--- config.mk ---
export PLATFORM = sky130hd
export DESIGN_NAME = fetch_align
export DESIGN_NICKNAME = d
export VERILOG_FILES = /design/src/rtl/fetch_pkg.sv /design/src/rtl/fetch_hw_sel.sv /design/src/rtl/fetch_align.sv
export SDC_FILE = /design/constraint.sdc
export NUM_CORES = 1
export LEC_CHECK = 0
export CAP_MARGIN = 20
export CORE_MARGIN = 5
export CORE_UTILIZATION = 45
export DETAILED_ROUTE_END_ITERATION = 10
export PLACE_DENSITY_LB_ADDON = 0.2
export REMOVE_ABC_BUFFERS = 1
export SYNTH_ARGS = -nofsm -noshare
export SYNTH_HDL_FRONTEND = slang
export SYNTH_SLANG_ARGS = --single-unit
--- constraint.sdc ---
create_clock -name clk -period 5.45 [get_ports clk]
set_clock_uncertainty 0.05 [all_clocks]
set_input_delay 1.09 -clock clk [delete_from_list [all_inputs] [get_ports clk]]
set_output_delay 1.09 -clock clk [all_outputs]
set_load 0.005 [all_outputs]
--- src/rtl/fetch_pkg.sv ---
// Shared types and constants for the fetch realignment buffer.
package fetch_pkg;
    localparam int          FETCH_LINE_W = 64;
    localparam logic [31:0] NOP_INSTR    = 32'h0000_0013;
    localparam logic [1:0]  RVC_MASK     = 2'b11;

    typedef logic [31:3] line_tag_t;

    typedef struct packed {
        logic                    v;
        line_tag_t               tag;
        logic [FETCH_LINE_W-1:0] data;
    } slot_t;

    typedef struct packed {
        logic                    hit;
        logic [FETCH_LINE_W-1:0] data;
    } lookup_t;

    typedef enum logic [1:0] {ST_EMPTY, ST_ONE, ST_TWO} slot_state_e;

    // Incoming SRAM data wins over slot contents so a same-cycle capture is seen.
    function automatic lookup_t line_lookup(input line_tag_t t, input logic cs,
                                            input line_tag_t adr,
                                            input logic [FETCH_LINE_W-1:0] rdata,
                                            input slot_t s0, input slot_t s1);
        lookup_t r;
        r.hit  = 1'b0;
        r.data = '0;
        if (cs && adr == t) begin
            r.hit  = 1'b1;
            r.data = rdata;
        end else if (s0.v && s0.tag == t) begin
            r.hit  = 1'b1;
            r.data = s0.data;
        end else if (s1.v && s1.tag == t) begin
            r.hit  = 1'b1;
            r.data = s1.data;
        end
        return r;
    endfunction
endpackage

--- src/rtl/fetch_hw_sel.sv ---
// Picks one 16-bit halfword out of an 8-byte fetch line.
module fetch_hw_sel
    import fetch_pkg::*;
(
    input  logic [FETCH_LINE_W-1:0] line,
    input  logic [1:0]              idx,
    output logic [15:0]             hw
);
    always_comb begin
        case (idx)
            2'd0:    hw = line[15:0];
            2'd1:    hw = line[31:16];
            2'd2:    hw = line[47:32];
            default: hw = line[63:48];
        endcase
    end
endmodule

--- src/rtl/fetch_align.sv ---
// Two-line realignment buffer: extracts the 16/32-bit instruction at pc and
// stitches 32-bit instructions that straddle an 8-byte line boundary.
module fetch_align #(
    parameter logic [31:0] NOP_INSTR = fetch_pkg::NOP_INSTR
) (
    input  logic        clk,
    input  logic        cpurst_n,
    input  logic [31:0] pc,
    input  logic [63:0] isram_rdata,
    input  logic        isram_cs_ff,
    input  logic [28:0] isram_adr_ff,
    input  logic        flush,
    output logic [31:0] rv32_instr,
    output logic        isrv16,
    output logic        instr_valid,
    output logic        fetch_misalign,
    output logic [31:0] instr_pc
);
    import fetch_pkg::*;

    slot_t       slot_q [2];
    slot_state_e state_q, state_d;
    line_tag_t   tag_l0, tag_l1, adr;
    logic [1:0]  h, hi_idx;
    lookup_t     lk0, lk1;
    logic [15:0] lo_hw, hi_hw;
    logic        hi_hit, rvc, valid;

    assign adr      = isram_adr_ff;
    assign tag_l0   = pc[31:3];
    assign tag_l1   = tag_l0 + 29'd1;
    assign h        = pc[2:1];
    assign hi_idx   = h + 2'd1;
    assign instr_pc = pc & ~32'h1;

    assign lk0 = line_lookup(tag_l0, isram_cs_ff, adr, isram_rdata, slot_q[0], slot_q[1]);
    assign lk1 = line_lookup(tag_l1, isram_cs_ff, adr, isram_rdata, slot_q[0], slot_q[1]);

    fetch_hw_sel u_lo_sel (.line(lk0.data), .idx(h), .hw(lo_hw));
    fetch_hw_sel u_hi_sel (.line((h == 2'd3) ? lk1.data : lk0.data), .idx(hi_idx), .hw(hi_hw));

    assign hi_hit = (h == 2'd3) ? lk1.hit : lk0.hit;
    assign rvc    = lo_hw[1:0] != RVC_MASK;
    assign valid  = lk0.hit && (rvc || hi_hit);

    // Outputs held at their idle values while reset is asserted.
    always_comb begin
        instr_valid    = 1'b0;
        fetch_misalign = 1'b0;
        isrv16         = 1'b0;
        rv32_instr     = NOP_INSTR;
        if (cpurst_n) begin
            if (valid) begin
                instr_valid = 1'b1;
                isrv16      = rvc;
                rv32_instr  = rvc ? {16'h0, lo_hw} : {hi_hw, lo_hw};
            end else begin
                fetch_misalign = 1'b1;
            end
        end
    end

    // Capture target; a flush makes both slots look free so the redirect line lands in slot0.
    logic [1:0] v_eff, match, stale, cap_we;
    always_comb begin
        cap_we = 2'b00;
        for (int i = 0; i < 2; i++) begin
            v_eff[i] = slot_q[i].v && !flush;
            match[i] = v_eff[i] && slot_q[i].tag == adr;
            stale[i] = slot_q[i].tag != tag_l0 && slot_q[i].tag != tag_l1;
        end
        if (isram_cs_ff) begin
            if      (match[0])  cap_we = 2'b01;
            else if (match[1])  cap_we = 2'b10;
            else if (!v_eff[0]) cap_we = 2'b01;
            else if (!v_eff[1]) cap_we = 2'b10;
            else if (stale[0])  cap_we = 2'b01;
            else if (stale[1])  cap_we = 2'b10;
        end
    end

    always_comb begin
        state_d = state_q;
        if (flush) begin
            state_d = isram_cs_ff ? ST_ONE : ST_EMPTY;
        end else begin
            case (state_q)
                ST_EMPTY: if (isram_cs_ff) state_d = ST_ONE;
                ST_ONE:   if (isram_cs_ff && match == 2'b00) state_d = ST_TWO;
                default:  state_d = ST_TWO;
            endcase
        end
    end

    always_ff @(posedge clk or negedge cpurst_n) begin
        if (!cpurst_n) begin
            state_q <= ST_EMPTY;
            for (int i = 0; i < 2; i++) slot_q[i] <= '0;
        end else begin
            state_q <= state_d;
            for (int i = 0; i < 2; i++) begin
                if (cap_we[i]) begin
                    slot_q[i].v    <= 1'b1;
                    slot_q[i].tag  <= adr;
                    slot_q[i].data <= isram_rdata;
                end else if (flush) begin
                    slot_q[i].v <= 1'b0;
                end
            end
        end
    end
endmodule
# [Word level (Yosys, flattened, before mapping)]
# Index checks and enable logic that the tools add are counted.
[op_classes] n_eq_ne=18 n_mux=29 reduce_logical=19 add_sub_neg=2
[op_table] cell="65-bit two-way mux" count=6
[op_table] cell="29-bit == test" count=8
[op_table] cell="29-bit != test" count=4
[op_table] cell="32-bit two-way mux" count=3
[op_table] cell="16-bit case mux with 3 select lines" count=2
[op_table] cell="64-bit two-way mux" count=1
[op_table] cell="29-bit by 1-bit adder with 29-bit output, second input constant" count=1
[op_table] cell="2-bit two-way mux" count=7
[op_table] cell="1-bit logical AND" count=13
[op_table] cell="1-bit two-way mux" count=10
[op_table] cell="2-bit == test, second input constant" count=3
[op_table] cell="2-bit by 1-bit == test with 1-bit output, second input constant" count=2
[op_table] cell="2-bit zero test" count=2
[op_table] cell="2-bit nonzero test" count=2
[op_table] cell="2-bit by 1-bit adder with 2-bit output, second input constant" count=1
[op_table] cell="2-bit != test, second input constant" count=1
[op_table] cell="1-bit zero test" count=1
[op_table] cell="1-bit logical OR" count=1
[totals] output_inout_bits=67 inputBits=129 wordCells=74 regBits=188

# [Logic depth before layout (Yosys ltp)]
# Gate-level depths: netlist (run 1).
[logic_depth] depth_word=11 depth_mapped=16 depth_no_buf=11

# [By module]
# From an unflattened synthesis (run 1), not the netlist that was laid out.
[unflattened] cells_unflattened=1843 hier_area_um2=16488.3
[by_module_without_submodules] mod="fetch_align" instances=1 seq_area_each_um2=4704.5 cells_per_inst=1803 area_per_inst_um2=15640.0
[by_module_without_submodules] mod="fetch_hw_sel" instances=2 seq_area_each_um2=0.0 cells_per_inst=20 area_per_inst_um2=424.2

# [Least setup slack after synthesis (run 1)]
# Ideal clock, no wire load.
[synth_path] path_type="input-to-output" startpoint="in pc[3]" endpoint="out rv32_instr[21]" cell_stages=16 t_required_ns=4.310 setup_slack_ns=-0.139 t_arrival_ns=4.449 cell_sequence="ha_1 > buf_2 > and3_1 > clkbuf_1 > nand4_1 > clkbuf_1 > o21ai_0 > a31oi_1 > o2111ai_1 > or4_4 > nor4_4 > nor4_2 > or2_1 > buf_2 > buf_6 > a221oi_2"
[synth_between] elab_chain_len=11 word_cells_on_any_way=29 classes_between="add/sub (1); eq/ne (7); mux (13); reduce/logical (8)"
[synth_rtl] element="start: declaration" line_no="fetch_align.sv:8" source="input logic [31:0] pc,"
[synth_rtl] element="29-bit by 1-bit adder with 29-bit output / 29-bit == test (equally long branches)" line_no="fetch_align.sv:31, fetch_pkg.sv:36"
[synth_rtl] element="29-bit == test / 1-bit logical AND (equally long branches)" line_no="fetch_pkg.sv:36" source="end else if (s1.v && s1.tag == t) begin"
[synth_rtl] element="1-bit logical AND / 65-bit two-way mux (equally long branches)" line_no="fetch_pkg.sv:36"
[synth_rtl] element="65-bit two-way mux (on tied branches)" line_no="fetch_pkg.sv:36, fetch_pkg.sv:33"
[synth_rtl] element="65-bit two-way mux (on tied branches)" line_no="fetch_pkg.sv:33, fetch_pkg.sv:30"
[synth_rtl] element="65-bit two-way mux / 16-bit case mux with 3 select lines (equally long branches)" line_no="fetch_pkg.sv:30, fetch_hw_sel.sv:10"
[synth_rtl] element="64-bit two-way mux (tied with other cells)" line_no="fetch_align.sv:40" source="fetch_hw_sel u_hi_sel (.line((h == 2'd3) ? lk1.data : lk0.data), .idx(hi_idx), .hw(hi_hw));"
[synth_rtl] element="16-bit case mux with 3 select lines / 1-bit logical OR (equally long branches)" line_no="fetch_hw_sel.sv:10, fetch_align.sv:44"
[synth_rtl] element="32-bit two-way mux / 1-bit logical AND (equally long branches)" line_no="fetch_align.sv:56, fetch_align.sv:44"
[synth_rtl] element="32-bit two-way mux *" line_no="fetch_align.sv:53" source="if (valid) begin"
[synth_rtl] element="32-bit two-way mux *" line_no="fetch_align.sv:52" source="if (cpurst_n) begin"
[synth_rtl] element="end: declaration" line_no="fetch_align.sv:13" source="output logic [31:0] rv32_instr,"
# Mark *: on every way between the ends. The rest lies on a longest branch, timed or not.

# [Worst setup path in the final report (run 1)]
[layout_path] startpoint="in pc[26]" endpoint="out rv32_instr[9]"
[layout_between] elab_chain_len=11 word_cells_on_any_way=27 classes_between="add/sub (1); eq/ne (7); mux (11); reduce/logical (8)"
[layout_rtl] element="29-bit by 1-bit adder with 29-bit output / 29-bit == test (equally long branches)" line_no="fetch_align.sv:31, fetch_pkg.sv:36"
[layout_rtl] element="29-bit == test / 1-bit logical AND (equally long branches)" line_no="fetch_pkg.sv:36"
[layout_rtl] element="1-bit logical AND / 65-bit two-way mux (equally long branches)" line_no="fetch_pkg.sv:36"
[layout_rtl] element="65-bit two-way mux (on tied branches)" line_no="fetch_pkg.sv:36, fetch_pkg.sv:33"
[layout_rtl] element="65-bit two-way mux (on tied branches)" line_no="fetch_pkg.sv:33, fetch_pkg.sv:30"
[layout_rtl] element="65-bit two-way mux / 16-bit case mux with 3 select lines (equally long branches)" line_no="fetch_pkg.sv:30, fetch_hw_sel.sv:10"
[layout_rtl] element="1-bit two-way mux / 2-bit != test (equally long branches)" line_no="fetch_align.sv:42, fetch_align.sv:43"
[layout_rtl] element="1-bit logical OR" line_no="fetch_align.sv:44" source="assign valid = lk0.hit && (rvc || hi_hit);"
[layout_rtl] element="1-bit logical AND" line_no="fetch_align.sv:44"
[layout_rtl] element="32-bit two-way mux *" line_no="fetch_align.sv:53"
[layout_rtl] element="32-bit two-way mux *" line_no="fetch_align.sv:52"
# Marks and branches as above.

==> results of run 1 <==
-- power by group --
group	leakage (nW)	switching [mW]	internal, mW	total (mW)
Combinational	6.94	0.932	1.00	1.93
Clock	0.266	0.613	0.593	1.21
Sequential	2.21	0.324	1.71	2.04
-- worst max-delay path by stage --
stage | from | to | cells past startpoint
final | pc[26] | rv32_instr[9] | 19
after global placement | pc[3] | rv32_instr[24] | 16
after CTS | pc[8] | rv32_instr[4] | 18
after global routing | pc[5] | rv32_instr[9] | 19
after detailed placement | pc[3] | rv32_instr[24] | 16
after floorplan | isram_adr_ff[16] | rv32_instr[31] | 10
-- per-stage QoR --
step           instance area [µm²]  hold WS, ns
5_1_grt                      22500        0.466
6_report                     22500        0.440
2_1_floorplan                14100        0.399
3_5_place_dp                 19800        0.422
4_1_cts                      21800        0.438
3_3_place_gp                 19800        0.411
-- cells in the final DEF (no fill, tap or decap), types with 28 or more instances in the layout --
master / instances
buf_6: 73
xnor2_1: 92
mux4_2: 28
a21oi_1: 106
clkdlybuf4s50_1: 110
nand4_1: 44
nand3_1: 60
nand2_1: 94
nor2_1: 52
buf_2: 36
xor2_1: 75
buf_4: 406
mux2_2: 188
dfrtp_1: 188
-- cell families after synthesis --
family | after synthesis
simple gates | 465
compound gates | 266
mux | 256
xor+xnor | 195
buf+inv | 190
flops | 188
fa+ha+maj | 1
other cells | 1
-- per-layer routing --
| metal | GRT usage [%] | share of wire [%] |
|---|---|---|
| met1 | 50.3 | 42 |
| met2 | 54.9 | 45 |
| met3 | 6.09 | 9.5 |
| met4 | 10.6 | 3.3 |
| met5 | 0 | 0 |
-- timing repair --
item	4_1_cts	5_1_grt
resized for setup	476	121
gates cloned	3	2
pin swaps	81	50
endpoints found under the setup margin	35	35
buffers inserted	63	29
-- layout make-up --
type | count | area [µm²]
Fill cell | 2522 | 10100
Timing Repair Buffer | 684 | 6010
Clock buffer | 17 | 425
Multi-Input combinational cell | 1184 | 10600
Inverter | 24 | 90.1
Clock inverter | 13 | 111
Sequential cell | 188 | 4700
Tap cell | 442 | 553
Antenna cell | 1 | 2.50
==> results.md, run 1 <==
- Summed instance area of the synthesized netlist: 14900 µm²
- I/O pin total: ~200
- Die extent in x: 192 µm
- Depth of the CTS H-tree: 4
- Die Height: 192 µm
- CTS Hold Bufs: 0
- Unrepaired setup endpoints after global routing: yes
- Critical path class: input port to output pin
- Wire length of the first global-routing pass: ~96000 µm
- Part of the Yosys area used for sequential elements: 31.5%
- Relative slew slack: between 20% and 30%
- Grt ovf: 0
- Synth Area in Adders: 0.0838%
- Hold path endpoint: slot_q[40]
- Asr flop ratio synth: 100%
- Launch point of the worst hold path: slot_q[40]
- Vias in the first global route: 15.1k
- Placer's final routability congestion estimate: 1.04
- Slowest cell on the critical path: mux4_2
- Remaining number of nets flagged by the antenna check after routing: 0
- Areal power density over the cells: about 230 nW/µm²
- Share of layout cells above drive strength 1: between 40 and 50%
- Measured slew at the worst slew-check pin: 1.05 ns
- Largest area contributor in the synthesized netlist: dfrtp_1
- Syn-to-layout area delta: 50.9%
- Row Count: 66
- Synthesis-stage register bit count: ~190
- Max reg flops: 188
- Final setup viols: 32
- Skew-Pair Late Insertion Delay: 0.46 ns
- Min-Delay Path Class: flip-flop to flip-flop
- Clock tree from TritonCTS: done
- Result of the run: complete, but fails checks
- Vias after detailed routing: 15.5k
- First drt pass iteration count: 6
- Top-area cell type share of the netlist area: 31.5%
- Drt via density: 6.06
- Cell count after synthesis: 1562
- Maximum ir drop on the vdd rail: between 0.0002 and 0.0003 V
- DP Cell Count: 2431
- IO Port Bufs: ~190
- Final core area utilization: 69.0%
- Most used standard cell by instance count after synthesis: mux2_2
- Leakage: 9.42 nW
- Floorplan die area: about 37000 µm²
- Max FO, Critical Path: 6
- Hold path depth: 1
- Number of DRC violations after detailed routing: 0
- Clock input transition at the sequential cells of the worst setup and hold paths: approximately 0.070 ns
- DRC marker count from the first detailed-route iteration: 1749
- Largest net degree at the start of global routing: between 70 and 80
- Crit-path cells: buf_2, buf_6, buf_4, xor2_1, nand4bb_1, buf_6, nor4_4, buf_4, nand3_4, mux2_4, mux4_2, mux2i_2, a211oi_2, a21oi_4, buf_6, buf_6, buf_6, nor2b_1, buf_2
- Crit end category: output pin
- Xor-xnor portion of the synthesized cell area: 11.6%
- Commonest register cell after synthesis: dfrtp_1
- Critical Path Max Stage Delay: 0.49 ns
- Minimum period implied by the final worst setup slack: a little under 6 ns
- Violated checks: negative setup slack
- Sum Neg Setup Slack: -7.50 ns
- Regs by FF count: slot_q: 188 flops
- GRT Util Overall: 35.2%
- Total Nets Final: 2229
- Initial standard-cell utilization of the core: 45.8%
- Post-Syn Area per Cell: 9.56 µm²
- Wirelength, routed: 67000 µm
- Top cells by instance count after synthesis: 192 x mux2_2, 188 x dfrtp_1, 120 x a21oi_1
- Critical path arrival: 4.64 ns
- Clk Tree Root Cell: clkbuf_16
- Longest Clk Path Bufs: 2
- Wire length per cell: 26.2 µm
- Multiplexer share of the synthesized area: 21.2%
- Post-DP HPWL: approximately 50000 µm
- Fin worst setup slack: -0.332 ns
- Max Clock Freq: 173 MHz
- Fraction of the cycle the final worst path needs: 106%
- Kind of start point of the critical path: input port
- Leading post-synthesis cells by cell area: dfrtp_1 32%, mux2_2 14%, xnor2_1 6.3%
- Library cell appearing most often on the critical path: buf_6
- Max cap viols: 0
- Worst endpoint required time: 4.31 ns
- Compound-cell area share of the yosys netlist: 11.8%
- Reg-to-reg slack, setup: 1.68 ns
- # clock sinks: 188
- Largest register by flop count: slot_q
- Placement Setup Slack: -1.53 ns
- Number of warning messages in the yosys log: 0
- Dominant combinational cell family by area after synthesis: multiplexers
- Total power of the final layout: approximately 5.2 mW
- Synth Area in Simple Gates: 17.5%
- Total buffers and inverters traversed by the critical path: 9
- Number of antenna violations at the first check in global routing: 1
- Worst R2R End: slot_q[28]
- CORE AREA: 32600 µm²
- Num CTS Buffers: 17
- Final Instance Count excl. Fillers: 2553
- Synth cell types: 86
- Depth of the worst register-to-register path: 12
- Number of enable flip-flop cells after synthesis: 0
- Worst flop-to-flop path startpoint: slot_q[170]
- Largest delay share family, worst path: buffers and inverters
- Hold Vio Cnt, Final: 0
- Max-slew violation count: 0
(Power assumes the default switching activity.)
==> run 2: changes to the inputs <==
==> constraint.sdc (replaced) <==
create_clock -name clk -period 6 [get_ports clk]
set_clock_uncertainty 0.05 [all_clocks]
set_input_delay 1.2 -clock clk [delete_from_list [all_inputs] [get_ports clk]]
set_output_delay 1.2 -clock clk [all_outputs]
set_load 0.005 [all_outputs]
==> results.md, run 2 (same netlist as run 1, synthesis figures left out) <==
- Launch point of the worst hold path: slot_q[40] (unchanged)
- Met1 GRT Util: 49.2% (was 50.3%)
- Num CTS Buffers: 17 (unchanged)
- Total power of the final layout: 4.73 mW (was 5.18 mW)
- I/O pin total: 196 (unchanged)
- Relative slew slack: 37.0% (was 29.9%)
- Drt via density: 5.99 (was 6.06)
- Unrepaired setup endpoints after global routing: yes (unchanged)
- Crit-path cells: buf_6, buf_6, buf_12, buf_8, xor2_4, or4_4, nor4_4, buf_4, buf_8, and2_4, buf_12, buf_8, and3_4, a21oi_2, mux4_2, mux2i_4, a31oi_4, a221oi_2, buf_2 (was buf_2, buf_6, buf_4, xor2_1, nand4bb_1, buf_6, nor4_4, buf_4, nand3_4, mux2_4, mux4_2, mux2i_2, a211oi_2, a21oi_4, buf_6, buf_6, buf_6, nor2b_1, buf_2)
- Fin worst setup slack: -0.0236 ns (was -0.332 ns)
- IO Port Bufs: 193 (unchanged)
- # clock sinks: 188 (unchanged)
- Largest register by flop count: slot_q (unchanged)
- Areal power density over the cells: 213 nW/µm² (was 230 nW/µm²)
- Violated checks: negative setup slack (unchanged)
- Wirelength, routed: 64100 µm (was 67000 µm)
- Post-DP HPWL: 48200 µm (was 50300 µm)
- First drt pass iteration count: 5 (was 6)
- Initial standard-cell utilization of the core: 45.8% (unchanged)
- Largest delay share family, worst path: buffers and inverters (unchanged)
- Minimum period implied by the final worst setup slack: 6.02 ns
- Syn-to-layout area delta: 48.9% (was 50.9%)
- Library cell appearing most often on the critical path: buf_8 (was buf_6)
- Critical path class: input port to output pin (unchanged)
- Commonest non-fill, non-tap cell in the layout: buf_4 (unchanged)
- Result of the run: complete, but fails checks (unchanged)
- Antenna diodes: 0 (was 1)
- GRT Util Overall: 34.4% (was 35.2%)
- Slowest cell on the critical path: or4_4 (was mux4_2)
- CORE AREA: 32600 µm² (unchanged)
- Critical path arrival: 4.77 ns (was 4.64 ns)
- Vias in the first global route: 15.3k (was 15.1k)
- Regs by FF count: slot_q: 188 flops (unchanged)
- Fraction of the cycle the final worst path needs: 100%
- Die extent in x: 192 µm (unchanged)
- Clk Tree Root Cell: clkbuf_16 (unchanged)
- DP Cell Count: 2419 (was 2431)
- Routing layer with the top usage in global route: met2 (unchanged)
- Total Nets Final: 2198 (was 2229)
- Critical Path Max Stage Delay: 0.58 ns (was 0.49 ns)
- Placer's final routability congestion estimate: 0.997 (was 1.04)
- Grt ovf: 0 (unchanged)
- Longest Clk Path Bufs: 2 (unchanged)
- Hold Vio Cnt, Final: 0 (unchanged)
- Max Clock Freq: about 170 MHz
- CP Launch Point: pc[19] (was pc[26])
- Most frequent cells in the layout: 383 x buf_4, 190 x mux2_2, 188 x dfrtp_1 (was 406 x buf_4, 188 x mux2_2, 188 x dfrtp_1)
- Max-slew violation count: 0 (unchanged)
- Die Height: 192 µm (unchanged)
- Worst flop-to-flop path startpoint: slot_q[165] (was slot_q[170])
- Grt met3 use: 6.72% (was 6.09%)
- Wire length of the first global-routing pass: 95200 µm (was 96400 µm)
- Sum Neg Setup Slack: -0.0594 ns (was -7.50 ns)
- Floorplan die area: 36900 µm² (unchanged)
- Final setup viols: 3 (was 32)
- Maximum ir drop on the vdd rail: 0.000267 V (was 0.000296 V)
- Number of DRC violations after detailed routing: 0 (unchanged)
- DRC marker count from the first detailed-route iteration: 1543 (was 1749)
- Fraction of met2 tracks used by global routing: 52.0% (was 54.9%)
- Depth of the CTS H-tree: 4 (unchanged)
- Measured slew at the worst slew-check pin: 0.941 ns (was 1.05 ns)
- Vias after detailed routing: 15.1k (was 15.5k)
- Largest net degree at the start of global routing: 71 (was 76)
- Placement Setup Slack: -1.19 ns (was -1.53 ns)
- Max cap viols: 0 (unchanged)
- Number of antenna violations at the first check in global routing: 1 (unchanged)
- Skew-Pair Late Insertion Delay: 0.46 ns (about the same)
- Clock input transition at the sequential cells of the worst setup and hold paths: 0.07 ns (about the same)
- Worst endpoint required time: 4.75 ns (was 4.31 ns)
- Max FO, Critical Path: 5 (was 6)
- Kind of start point of the critical path: input port (unchanged)
- Share of layout cells above drive strength 1: 46.1% (was 48.5%)
- Clock tree from TritonCTS: done (unchanged)
- Max reg flops: 188 (unchanged)
- Final core area utilization: 68.1% (was 69.0%)
- Row Count: 66 (unchanged)
- Crit end category: output pin (unchanged)
- Min-Delay Path Class: flip-flop to flip-flop (unchanged)
- Total buffers and inverters traversed by the critical path: 9 (unchanged)
- Remaining number of nets flagged by the antenna check after routing: 0 (unchanged)
- Leakage: 9.26 nW (was 9.42 nW)
- Wire length per cell: 25.4 µm (was 26.2 µm)
- Final Instance Count excl. Fillers: 2523 (was 2553)
-- run 2: cell count changes in the layout (fill, tap and decap cells not counted), sizes merged, moves of 3 or more --
cell,change
inv,-6
clkdlybuf4s15,-3
clkdlybuf4s50,+12
buf,-38
dlymetal6s2s,-3
clkinv,-3
clkbuf,+8
-- run 2: where the power goes --
part | internal, mW | switching [mW]
Combinational | 0.889 | 0.786
Sequential | 1.56 | 0.314
Clock | 0.661 | 0.522
Total | 3.11 | 1.62
-- run 2: per-layer routing --
layer	up-vias	routed length (µm)
li1	6707	-
met1	7557	27700
met2	701	28900
met3	141	5180
met4	2	2370
met5	-	12
-- run 2: repair_timing --
| item | 4_1_cts | 5_1_grt |
|---|---|---|
| hold endpoints to repair | 0 | 0 |
| cloned | 6 | 0 |
| setup endpoints to repair | 35 | 34 |
| setup buffers | 58 | 13 |
| gates resized for setup | 376 | 152 |
| hold buffers | 0 | 0 |
| pin swaps | 75 | 63 |
-- run 2: area by class of cell --
class	instances	area [µm²]
tap	442	553
fill	2644	10400
sequential	188	4700
inverter	24	90.1
clock inverter	8	105
timing repair buffer	653	5760
multi-input combinational	1184	10500
clock buffer	24	492
-- run 2: worst paths after layout --
kind / end / slack (ns) / depth (start not counted)
max in group asynchronous: slot_q[178] / 2.66 / 4
hold / removal: slot_q[40] / 0.44 / 1
min in group asynchronous: slot_q[94] / 0.95 / 2
setup / recovery: rv32_instr[24] / -0.02 / 19
setup reg to reg: slot_q[36] / 2.20 / 11
hold reg to reg: slot_q[40] / 0.44 / 1
-- run 2: per-stage QoR --
step	hold slack, ns	instance area [µm²]
after detailed placement	0.420	19700
after CTS	0.437	21700
after global placement	0.410	19700
after floorplan	0.399	14100
after global routing	0.460	22200
final	0.442	22200
